===== src/rtl/rv_pkg.sv =====
// Shared RISC-V decode definitions: instruction format codes, major opcodes and
// field positions that do not depend on XLEN.
package rv_pkg;

  typedef enum logic [2:0] {
    FMT_NONE = 3'd0,
    FMT_I    = 3'd1,
    FMT_S    = 3'd2,
    FMT_B    = 3'd3,
    FMT_U    = 3'd4,
    FMT_J    = 3'd5,
    FMT_SH   = 3'd6
  } fmt_t;

  localparam logic [6:0] OP_IMM   = 7'b0010011;
  localparam logic [6:0] OP_IMM32 = 7'b0011011;
  localparam logic [6:0] LOAD     = 7'b0000011;
  localparam logic [6:0] JALR     = 7'b1100111;
  localparam logic [6:0] STORE    = 7'b0100011;
  localparam logic [6:0] BRANCH   = 7'b1100011;
  localparam logic [6:0] LUI      = 7'b0110111;
  localparam logic [6:0] AUIPC    = 7'b0010111;
  localparam logic [6:0] JAL      = 7'b1101111;

  localparam int OPC_MSB   = 6;
  localparam int F3_MSB    = 14;
  localparam int F3_LSB    = 12;
  localparam int SHAMT_LSB = 20;

  localparam logic [2:0] F3_SLL = 3'b001;
  localparam logic [2:0] F3_SRL = 3'b101;

endpackage


===== src/rtl/imm_decode.sv =====
// Combinational immediate decoder: insn -> {imm, fmt}, zero latency, no flow control.
// Shift-immediates return a zero-extended shamt so funct7/funct6 never reach the immediate.
module imm_decode
  import rv_pkg::*;
#(
  parameter int XLEN = 64
) (
  input  logic [31:0]     insn,
  output logic [XLEN-1:0] imm,
  output fmt_t            fmt
);

  logic [6:0]  op;
  logic [2:0]  f3;
  logic [31:0] imm32;
  logic [5:0]  shamt;
  logic        is_shift;

  assign op       = insn[OPC_MSB:0];
  assign f3       = insn[F3_MSB:F3_LSB];
  assign is_shift = (op == OP_IMM || op == OP_IMM32) && (f3 == F3_SLL || f3 == F3_SRL);

  always_comb begin
    fmt   = FMT_NONE;
    imm32 = '0;
    shamt = '0;
    case (op)
      OP_IMM, OP_IMM32, LOAD, JALR: begin
        fmt   = FMT_I;
        imm32 = {{20{insn[31]}}, insn[31:20]};
      end
      STORE: begin
        fmt   = FMT_S;
        imm32 = {{20{insn[31]}}, insn[31:25], insn[11:7]};
      end
      BRANCH: begin
        fmt   = FMT_B;
        imm32 = {{19{insn[31]}}, insn[31], insn[7], insn[30:25], insn[11:8], 1'b0};
      end
      LUI, AUIPC: begin
        fmt   = FMT_U;
        imm32 = {insn[31:12], 12'b0};
      end
      JAL: begin
        fmt   = FMT_J;
        imm32 = {{11{insn[31]}}, insn[31], insn[19:12], insn[20], insn[30:21], 1'b0};
      end
      default: begin
        fmt   = FMT_NONE;
        imm32 = '0;
      end
    endcase

    // Only RV64 OP-IMM shifts carry a 6-bit shamt; word shifts and RV32 use 5 bits.
    if (is_shift) begin
      fmt = FMT_SH;
      if (op == OP_IMM && XLEN == 64) shamt = insn[SHAMT_LSB+5:SHAMT_LSB];
      else                            shamt = {1'b0, insn[SHAMT_LSB+4:SHAMT_LSB]};
      imm = XLEN'(shamt);
    end else begin
      imm = XLEN'($signed(imm32));
    end
  end

endmodule


===== src/rtl/imm_gen_pipe.sv =====
// Immediate generator behind a 2-entry elastic buffer: 1-cycle latency, 1/cycle throughput.
// dinRetry rises only when both entries are full; the head holds steady while qRetry=1.
module imm_gen_pipe
  import rv_pkg::*;
#(
  parameter int XLEN      = 64,
  parameter bit PASS_INSN = 1'b1
) (
  input  logic            clk,
  input  logic            reset,
  input  logic [31:0]     insn,
  input  logic            dinValid,
  output logic            dinRetry,
  output logic [XLEN-1:0] q_imm,
  output logic [2:0]      q_fmt,
  output logic [31:0]     q_insn,
  output logic            qValid,
  input  logic            qRetry
);

  logic [XLEN-1:0] dec_imm;
  fmt_t            dec_fmt;

  imm_decode #(.XLEN(XLEN)) u_decode (
    .insn (insn),
    .imm  (dec_imm),
    .fmt  (dec_fmt)
  );

  logic [XLEN-1:0] buf_imm  [2];
  fmt_t            buf_fmt  [2];
  logic [31:0]     buf_insn [2];
  logic            wr_ptr;
  logic            rd_ptr;
  logic [1:0]      count;
  logic            push;
  logic            pop;

  assign push = dinValid && !dinRetry;
  assign pop  = qValid && !qRetry;

  always_ff @(posedge clk) begin
    if (reset) begin
      count  <= 2'd0;
      wr_ptr <= 1'b0;
      rd_ptr <= 1'b0;
    end else begin
      if (push) wr_ptr <= ~wr_ptr;
      if (pop)  rd_ptr <= ~rd_ptr;
      count <= count + 2'(push) - 2'(pop);
    end
  end

  // Payload storage needs no reset: the outputs are masked whenever count is zero.
  always_ff @(posedge clk) begin
    if (push) begin
      buf_imm[wr_ptr]  <= dec_imm;
      buf_fmt[wr_ptr]  <= dec_fmt;
      buf_insn[wr_ptr] <= PASS_INSN ? insn : 32'd0;
    end
  end

  assign qValid   = (count != 2'd0);
  assign dinRetry = (count == 2'd2);
  assign q_imm    = qValid ? buf_imm[rd_ptr] : '0;
  assign q_fmt    = qValid ? buf_fmt[rd_ptr] : FMT_NONE;
  assign q_insn   = qValid ? buf_insn[rd_ptr] : 32'd0;

endmodule

===== config.mk =====
export PLATFORM = sky130hd
export DESIGN_NAME = imm_gen_pipe
export DESIGN_NICKNAME = d
export VERILOG_FILES = /design/src/rtl/rv_pkg.sv /design/src/rtl/imm_decode.sv /design/src/rtl/imm_gen_pipe.sv
export SDC_FILE = /design/constraint.sdc
export NUM_CORES = 1
export LEC_CHECK = 0
export BUFFER_PORTS_ARGS = -buffer_cell sky130_fd_sc_hd__buf_2
export CORE_MARGIN = 2
export CORE_UTILIZATION = 40
export CTS_BUF_LIST = sky130_fd_sc_hd__clkbuf_4
export CTS_CLUSTER_DIAMETER = 150
export DETAILED_ROUTE_END_ITERATION = 6
export PLACE_DENSITY = 0.68
export SLEW_MARGIN = 40
export SYNTH_ARGS = -nofsm -noshare
export SYNTH_HDL_FRONTEND = slang
export SYNTH_SLANG_ARGS = --single-unit
export TNS_END_PERCENT = 10

===== constraint.sdc =====
create_clock -name clk -period 6.5 [get_ports clk]
set_input_delay 1.95 -clock clk [delete_from_list [all_inputs] [get_ports clk]]
set_output_delay 1.95 -clock clk [all_outputs]
set_load 0.01 [all_outputs]

After elaboration in Yosys (flattened, before gate mapping)
Memory sizes are Yosys's and may differ from the RTL's. A register that Yosys moved wholly into a read port is not among the register bits.
Cells that the tools add are included.
- logic and storage cells: 48
- memory bits (writable): 198
- output and inout port bits: 101
- bits in registers: 4
- input bits: 36
- memories: 3
- memories (memory ; depth ; width ; rd ports ; clocked after memory_dff ; wr ports ; line ; source):
    buf_imm ; 2 ; 64 ; 1 ; 1 ; 1 ; imm_gen_pipe.sv:30 ; logic [XLEN-1:0] buf_imm [2];
    buf_insn ; 2 ; 32 ; 1 ; 1 ; 1 ; imm_gen_pipe.sv:32 ; logic [31:0] buf_insn [2];
    buf_fmt ; 2 ; 3 ; 1 ; 1 ; 1 ; imm_gen_pipe.sv:31 ; fmt_t buf_fmt [2];
- bitwise operators: 2
- mux-type cells: 16
- add/sub/neg operators: 2
- reduce and logical (&&, ||, !) cells: 10
- equal/unequal tests: 12
- operator list (cell ; number):
    32-bit one-hot mux with 5 select lines ; 1
    64-bit two-way mux ; 2
    32-bit two-way mux ; 1
    7-bit by 5-bit equality test with 1-bit output, second input constant ; 3
    7-bit equality test, second input constant ; 3
    3-bit one-hot mux with 5 select lines ; 1
    7-bit by 6-bit equality test with 1-bit output, second input constant ; 2
    1-bit two-way mux ; 8
    7-bit by 2-bit equality test with 1-bit output, second input constant ; 1
    3-bit two-way mux ; 2
    6-bit two-way mux ; 1
    4-bit OR reduction ; 1
    3-bit by 1-bit equality test with 1-bit output, second input constant ; 1
    3-bit equality test, second input constant ; 1
    1-bit logical AND ; 3
    2-bit by 1-bit adder with 2-bit output ; 1
    2-bit equality test, second input constant ; 1
    1-bit zero test ; 2
    1-bit logical OR ; 2
    1-bit inverter ; 2
    2-bit nonzero test ; 1
    2-bit OR reduction ; 1
    2-bit by 1-bit subtractor with 2-bit output ; 1

Depth between registers and ports, before layout
Gate-level depths: netlist (run 1).
- depth in word-level cells: 5
- mapped depth: 8
- depth with buffers taken out: 8

Modules after synthesis
Synthesis (run 1) repeated with hierarchy kept, for this count alone.
- cells, all modules: 581
- area, all modules: 8550.7 µm²
- modules (own cells, without submodules) (module ; area an instance (µm²) ; instances ; cells an instance):
    imm_gen_pipe ; 7711.1 ; 1 ; 446
    imm_decode ; 839.6 ; 1 ; 135

Worst setup path before layout (run 1)
OpenSTA, ideal clock, no wires.
- path kind: input-to-reg
- from: input port dinValid
- to: memory buf_fmt[0][0] (netlist name), enable pin
- setup time: 0.492 ns
- cell stages on the path: 2
- slack: 1.166 ns
- path buffers: 0
- data required time: 6.008 ns
- data arrival time: 4.842 ns
- cells stage by stage: nand2_1 -> nor2_1
- longest elaborated chain between the ends: 3
- ends and longest elaborated chain (element ; line ; source):
    from (decl) ; imm_gen_pipe.sv:12 ; input logic dinValid,
    1-bit logical AND ; imm_gen_pipe.sv:39 ; assign push = dinValid && !dinRetry;
    1-bit two-way mux ; imm_gen_pipe.sv:56 ; if (push) begin
    1-bit two-way mux (not written as such) ; imm_gen_pipe.sv:58 ; buf_fmt[wr_ptr] <= dec_fmt;
    to (decl) ; imm_gen_pipe.sv:31 ;
Every way passes these cells.

==> reports/metrics.csv, run 1 <==
metric;value;unit
syn_area_per_cell;13.90;µm²
max-slew violations;0;
worst r2r dst;count[1];
Post-Place Worst Slack;2608;ps
CTS tree;done;
met3 wire length;653;µm
flop and latch count out of synthesis;139;
f_max;0.2365;GHz
Core ar.;14640;µm²
Post-Syn Instances;435;
Setup TNS;0;ps
Worst Setup EP;q_imm[20];
via/cell ratio;4.962;
first-pass GRT wire length;19.15;mm
final worst path period share;0.6506;
Worst EP arrival;2280;ps
unique cell type count in the Yosys netlist;43;
Layout Skew;16.03;ps
critical path class;flop to output port;
multi-input logic area;1603;µm²
Final nets;581;
fill count;1324;
R2R depth;9;
DR pass1 iterations;4;
syn nets;473;
Mapped Area;6045;µm²
M1 WL;5.681;mm
cell taking the most area after synthesis;edfxtp_1;
gpl congestion;0.7920;
commonest non-fill, non-tap cells in the layout;136 x buf_2, 134 x edfxtp_1, 76 x nor2_1, 69 x mux2i_1, 18 x nand2_1;
1st-iter DRT viols;302;
total CTS buffers;17;
leakage power;2.782;nW
Root Buffer;clkbuf_4;
Detail Placement HPWL;8.169;mm
starting density of the core;0.4128;
post-synth top area share;0.6657;
Clock Path Buffers;2;
Max Used Layer;met4;
share of post-route cells with drive strength above 1;0.3315;
flop2flop setup slack;4220;ps
min-delay worst type;flop to flop;
DR vias;3667;
number of remaining DRC errors;0;
CP Capture Type;output port;
gr usage total;0.1570;
synth-to-layout area growth;16.00;%
CP Max Fanout;50;
ranking of synthesized cells by area;edfxtp_1 67%, mux2i_1 11%, nor2_1 4.9%;
final setup violating endpoints;0;
H-tree depth;4;
Worst Max-Slew Pin Slew;775.1;ps
post-DR wirelength/cell;16.87;µm
die width;126.9;µm
vias in the first global route;3532;
Primary FF master, synth;edfxtp_1;
initial antenna violation count;0;
GR Overflow Total;0;
row count;44;
Clk pin slew, worst setup/hold paths;100;ps
port bufs;136;
Top Ports;137;
FFs w/ async S/R, synth;0;
register area share after synthesis;0.6823;
status;complete, no violations;
Post CTS Setup Buffer Count;0;
worst skew pair latency;540;ps
Final Hold Fails;0;
FF/Latch Area;4128;µm²
Post-CTS Resized;0;
pwr/cell area;375.7;nW/µm²
min cycle time layout;4229;ps
clock net sink count;139;
slack of the critical path;2271;ps
HP Start;rd_ptr;
Worst Path Required;4550;ps
# diodes;0;
ANT nets after route;0;
DIE AREA;16110;µm²
Die H;126.9;µm
yosys warns;0;
Worst R2R Start;count[1];
max_slew headroom;0.4833;
Post-synth EDFFs;134;
Hold-fix buffers, CTS;0;
Routed Wire Length;12.47;mm
fin util;0.4788;
nature of the critical path startpoint;flop;
RSZ-0062 raised after global routing;no;
WL met2;5.883;mm
most common cell after layout, fill and taps aside;buf_2;
worst vdd ir;0.1493;mV
largest net degree at the start of global routing;70;
max cap viols;0;
flip-flops by register name, indices dropped and copies added, names as in the netlist, named ones only:
name and cells:
buf_imm 64, buf_insn 64, buf_fmt 6, count 2, rd_ptr 1, wr_ptr 1
cell type report:
| type | instances | area share |
|---|---|---|
| well taps | 184 | 0.03283 |
| inverters | 5 | 0.002677 |
| flip-flops and latches | 139 | 0.5887 |
| clock inverters | 14 | 0.02213 |
| clock buffers | 17 | 0.01820 |
| repair buffers | 142 | 0.1069 |
| multi-input cells | 238 | 0.2286 |
cell usage after synthesis, drive strengths merged (2+ instances only):
| cell | n |
|---|---|
| edfxtp | 134 |
| inv | 5 |
| a211oi | 2 |
| a21o | 9 |
| and3 | 3 |
| ha | 2 |
| mux2i | 69 |
| xor2 | 2 |
| nand2 | 18 |
| dfxtp | 5 |
| or2 | 2 |
| xnor2 | 2 |
| o21ai | 3 |
| a22o | 4 |
| clkbuf | 9 |
| and2 | 7 |
| buf | 44 |
| nor2b | 2 |
| a21oi | 13 |
| nor2 | 79 |
| nand2b | 4 |
where the power goes:
group	switching (W)	internal [W]
registers	0.0000591	0.00115
logic	0.000538	0.000335
clock network	0.000296	0.000259
how the worst min path moves through the flow:
| stage | end | slack (ps) | cells after the start |
|---|---|---|---|
| after floorplan | flop | 480 | 2 |
| after global placement | rd_ptr | 500 | 2 |
| after detailed placement | rd_ptr | 510 | 2 |
| after CTS | rd_ptr | 540 | 2 |
| after global routing | rd_ptr | 560 | 2 |
| final | rd_ptr | 530 | 2 |
through the flow:
step	hold slack [ps]	total power, W	instances	cell area (µm²)
2_1_floorplan	481.3	0.001846	435	6045
3_3_place_gp	496.3	0.002085	707	6684
3_5_place_dp	512.2	0.002102	707	6693
4_1_cts	535.8	0.002653	738	6975
5_1_grt	558.0	0.002781	739	7012
6_report	529.5	0.002634	739	7012
metal layers:
layer	track usage	vias to the layer above
met5	0	-
met4	0.06141	0
met1	0.2106	1763
met3	0.04639	22
li1	-	1762
met2	0.2419	120
worst max-delay path: stages, from the launching register on:
cell and delay [ps]:
dfxtp_4 570, buf_6 560, mux2i_1 330, nor2_1 80, buf_2 180
cells by family after synthesis:
| logic type | share of synthesized area |
|---|---|
| XOR/XNOR | 0.005797 |
| AO/OA/AOI/OAI | 0.04513 |
| flip-flops | 0.6823 |
| adder cells (fa/ha/maj) | 0.004139 |
| multiplexers | 0.1143 |
| AND/OR/NAND/NOR | 0.09087 |
| buffers and inverters | 0.05754 |
No activity file was read; power rests on OpenSTA's default activity.
==> run 2: changes to the inputs <==
Settings changed: ABC_AREA set to 1, PLACE_DENSITY 0.68 to 0.7.
Clock period 6.5 ns to 3.5 ns, I/O delays scaled along.
==> run 2 against run 1 <==
Compared with the run above: final area is 5.0% higher; critical path depth stayed put; clock skew is 6.3 ps higher; critical endpoint is now q_insn[20]; first-iteration DRC count is 18% higher; critical path type unchanged; area after synthesis is 4.8% higher; final cell count is 26% higher; largest power group unchanged.
==> reports/metrics.csv, run 2 <==
metric;value;unit
largest net degree at the start of global routing;46;
DR pass1 iterations;4;
initial antenna violation count;0;
Clock Path Buffers;2;
top-count cell post-synth;nand2_1;
final worst path period share;0.8731;
clock net sink count;139;
gpl congestion;0.8079;
max-slew violations;0;
Setup TNS;0;ps
final setup violating endpoints;0;
Post-CTS Resized;0;
DR vias;4448;
yosys warns;0;
Primary FF master, synth;edfxtp_1;
f_max;0.3273;GHz
register area share after synthesis;0.6511;
total CTS buffers;17;
status;complete, no violations;
Hold-fix buffers, CTS;0;
HP Start;rd_ptr;
Final Hold Fails;0;
DIE AREA;16860;µm²
1st-iter DRT viols;356;
CP Capture Type;output port;
vias in the first global route;4162;
min-delay worst type;flop to flop;
syn nets;637;
FFs w/ async S/R, synth;0;
Layout Skew;22.30;ps
Final nets;744;
flop2flop setup slack;1470;ps
leakage power;3.110;nW
Top Ports;137;
Detail Placement HPWL;9.797;mm
multi-input logic area;1718;µm²
# diodes;0;
number of remaining DRC errors;0;
synth-to-layout area growth;16.30;%
port bufs;136;
starting density of the core;0.4136;
Post CTS Setup Buffer Count;0;
Post-Place Worst Slack;629.4;ps
Post-synth EDFFs;134;
gr usage total;0.1734;
Root Buffer;clkbuf_4;
post-synth top area share;0.6353;
worst vdd ir;0.3300;mV
H-tree depth;4;
flop and latch count out of synthesis;139;
first-pass GRT wire length;21.74;mm
ranking of synthesized cells by area;edfxtp_1 64%, nand2_1 10%, a21oi_1 5.4%;
die width;129.8;µm
Worst Path Required;2450;ps
Core ar.;15310;µm²
FF/Latch Area;4125;µm²
most common cell after layout, fill and taps aside;nand2_1;
Post-Syn Instances;599;
RSZ-0062 raised after global routing;no;
cell taking the most area after synthesis;edfxtp_1;
unique cell type count in the Yosys netlist;25;
post-DR wirelength/cell;15.39;µm
GR Overflow Total;0;
Top Registers;buf_imm: 64 flops, buf_insn: 64 flops, buf_fmt: 6 flops;
worst skew pair latency;540;ps
Worst EP arrival;2010;ps
Mapped Area;6334;µm²
worst r2r dst;count[1];
via/cell ratio;4.783;
CP Max Fanout;23;
Routed Wire Length;14.31;mm
syn_area_per_cell;10.57;µm²
CTS tree;done;
pwr/cell area;702.5;nW/µm²
Total Power;0.005175;W
Worst Hold End;rd_ptr;
Clk pin slew, worst setup/hold paths;120;ps
placed cells;898;
share of post-route cells with drive strength above 1;0.3046;
Worst R2R Start;count[0];
critical path class;flop to output port;
ANT nets after route;0;
synth cell count leaders;168 x nand2_1, 134 x edfxtp_1, 68 x a21oi_1;
commonest non-fill, non-tap cells in the layout;168 x nand2_1, 136 x buf_2, 134 x edfxtp_1, 68 x a21oi_1, 56 x nor2_1;
R2R depth;8;
slack of the critical path;444.3;ps
Die H;129.8;µm
Hold Path Cell Cnt;2;
nature of the critical path startpoint;flop;
Worst Max-Slew Pin Slew;708.3;ps
fill count;1471;
min cycle time layout;3056;ps
row count;45;
Layout Cells excl Fill;930;
max cap viols;0;
max_slew headroom;0.5261;
run 2: cell count changes after synthesis, sizes merged, moves of 16 or more:
cell	previous run	this run
nand2	18	171
a21oi	13	88
mux2i	69	0
nand3	0	31
inv	5	27
nor2	79	63
run 2: power by group:
part / internal (W) / switching, W / total, W
logic: 0.000624 / 0.00122 / 0.00185
registers: 0.00211 / 0.0000658 / 0.00218
clock network: 0.000588 / 0.000563 / 0.00115
run 2: through the flow:
stage / utilization / hold slack [ps] / area, µm²
2_1_floorplan: - / 514.3 / 6336
3_3_place_gp: 0.4599 / 528.3 / 7043
3_5_place_dp: 0.4599 / 537.6 / 7043
4_1_cts: 0.4810 / 561.5 / 7366
5_1_grt: 0.4810 / 590.8 / 7366
6_report: 0.4810 / 565.3 / 7366
run 2: cell families (layout without fill, tap and decap cells):
family / count (synthesis) / after routing / share of synthesized area
AO/OA/AOI/OAI: 95 / 95 / 0.08712
XOR/XNOR: 1 / 1 / 0.001383
adder cells (fa/ha/maj): 2 / 2 / 0.003950
buffers and inverters: 91 / 211 / 0.08119
flip-flops: 139 / 139 / 0.6511
AND/OR/NAND/NOR: 271 / 271 / 0.1752
run 2: worst max-delay path by stage:
| stage | startpoint | to | cells after the start |
|---|---|---|---|
| 2_1_floorplan | dinValid | buf_fmt[0][0] | 2 |
| 3_3_place_gp | insn[1] | buf_imm[0][62] | 7 |
| 3_5_place_dp | insn[0] | buf_imm[0][21] | 7 |
| 4_1_cts | count[0] | q_insn[20] | 4 |
| 5_1_grt | flop | q_imm[47] | 5 |
| 6_report | count[0] | q_insn[20] | 4 |
run 2: area by class of cell:
class / instances / area share
inverter: 28 / 0.01427
clock inverter: 12 / 0.02344
tap: 211 / 0.03584
clock buffer: 20 / 0.02038
sequential: 139 / 0.5600
multi-input combinational: 369 / 0.2332
timing repair buffer: 151 / 0.1128
run 2: layer usage:
layer | global-route usage | share of wire
met5 | 0 | 0
met4 | 0.06452 | 0.021
met3 | 0.05289 | 0.053
met2 | 0.2901 | 0.50
met1 | 0.2127 | 0.42
run 2: critical path, stage by stage (launching register included):
cell and delay [ps]:
dfxtp_1 380, nor2_4 510, buf_4 320, a21oi_1 90
buf_2 150
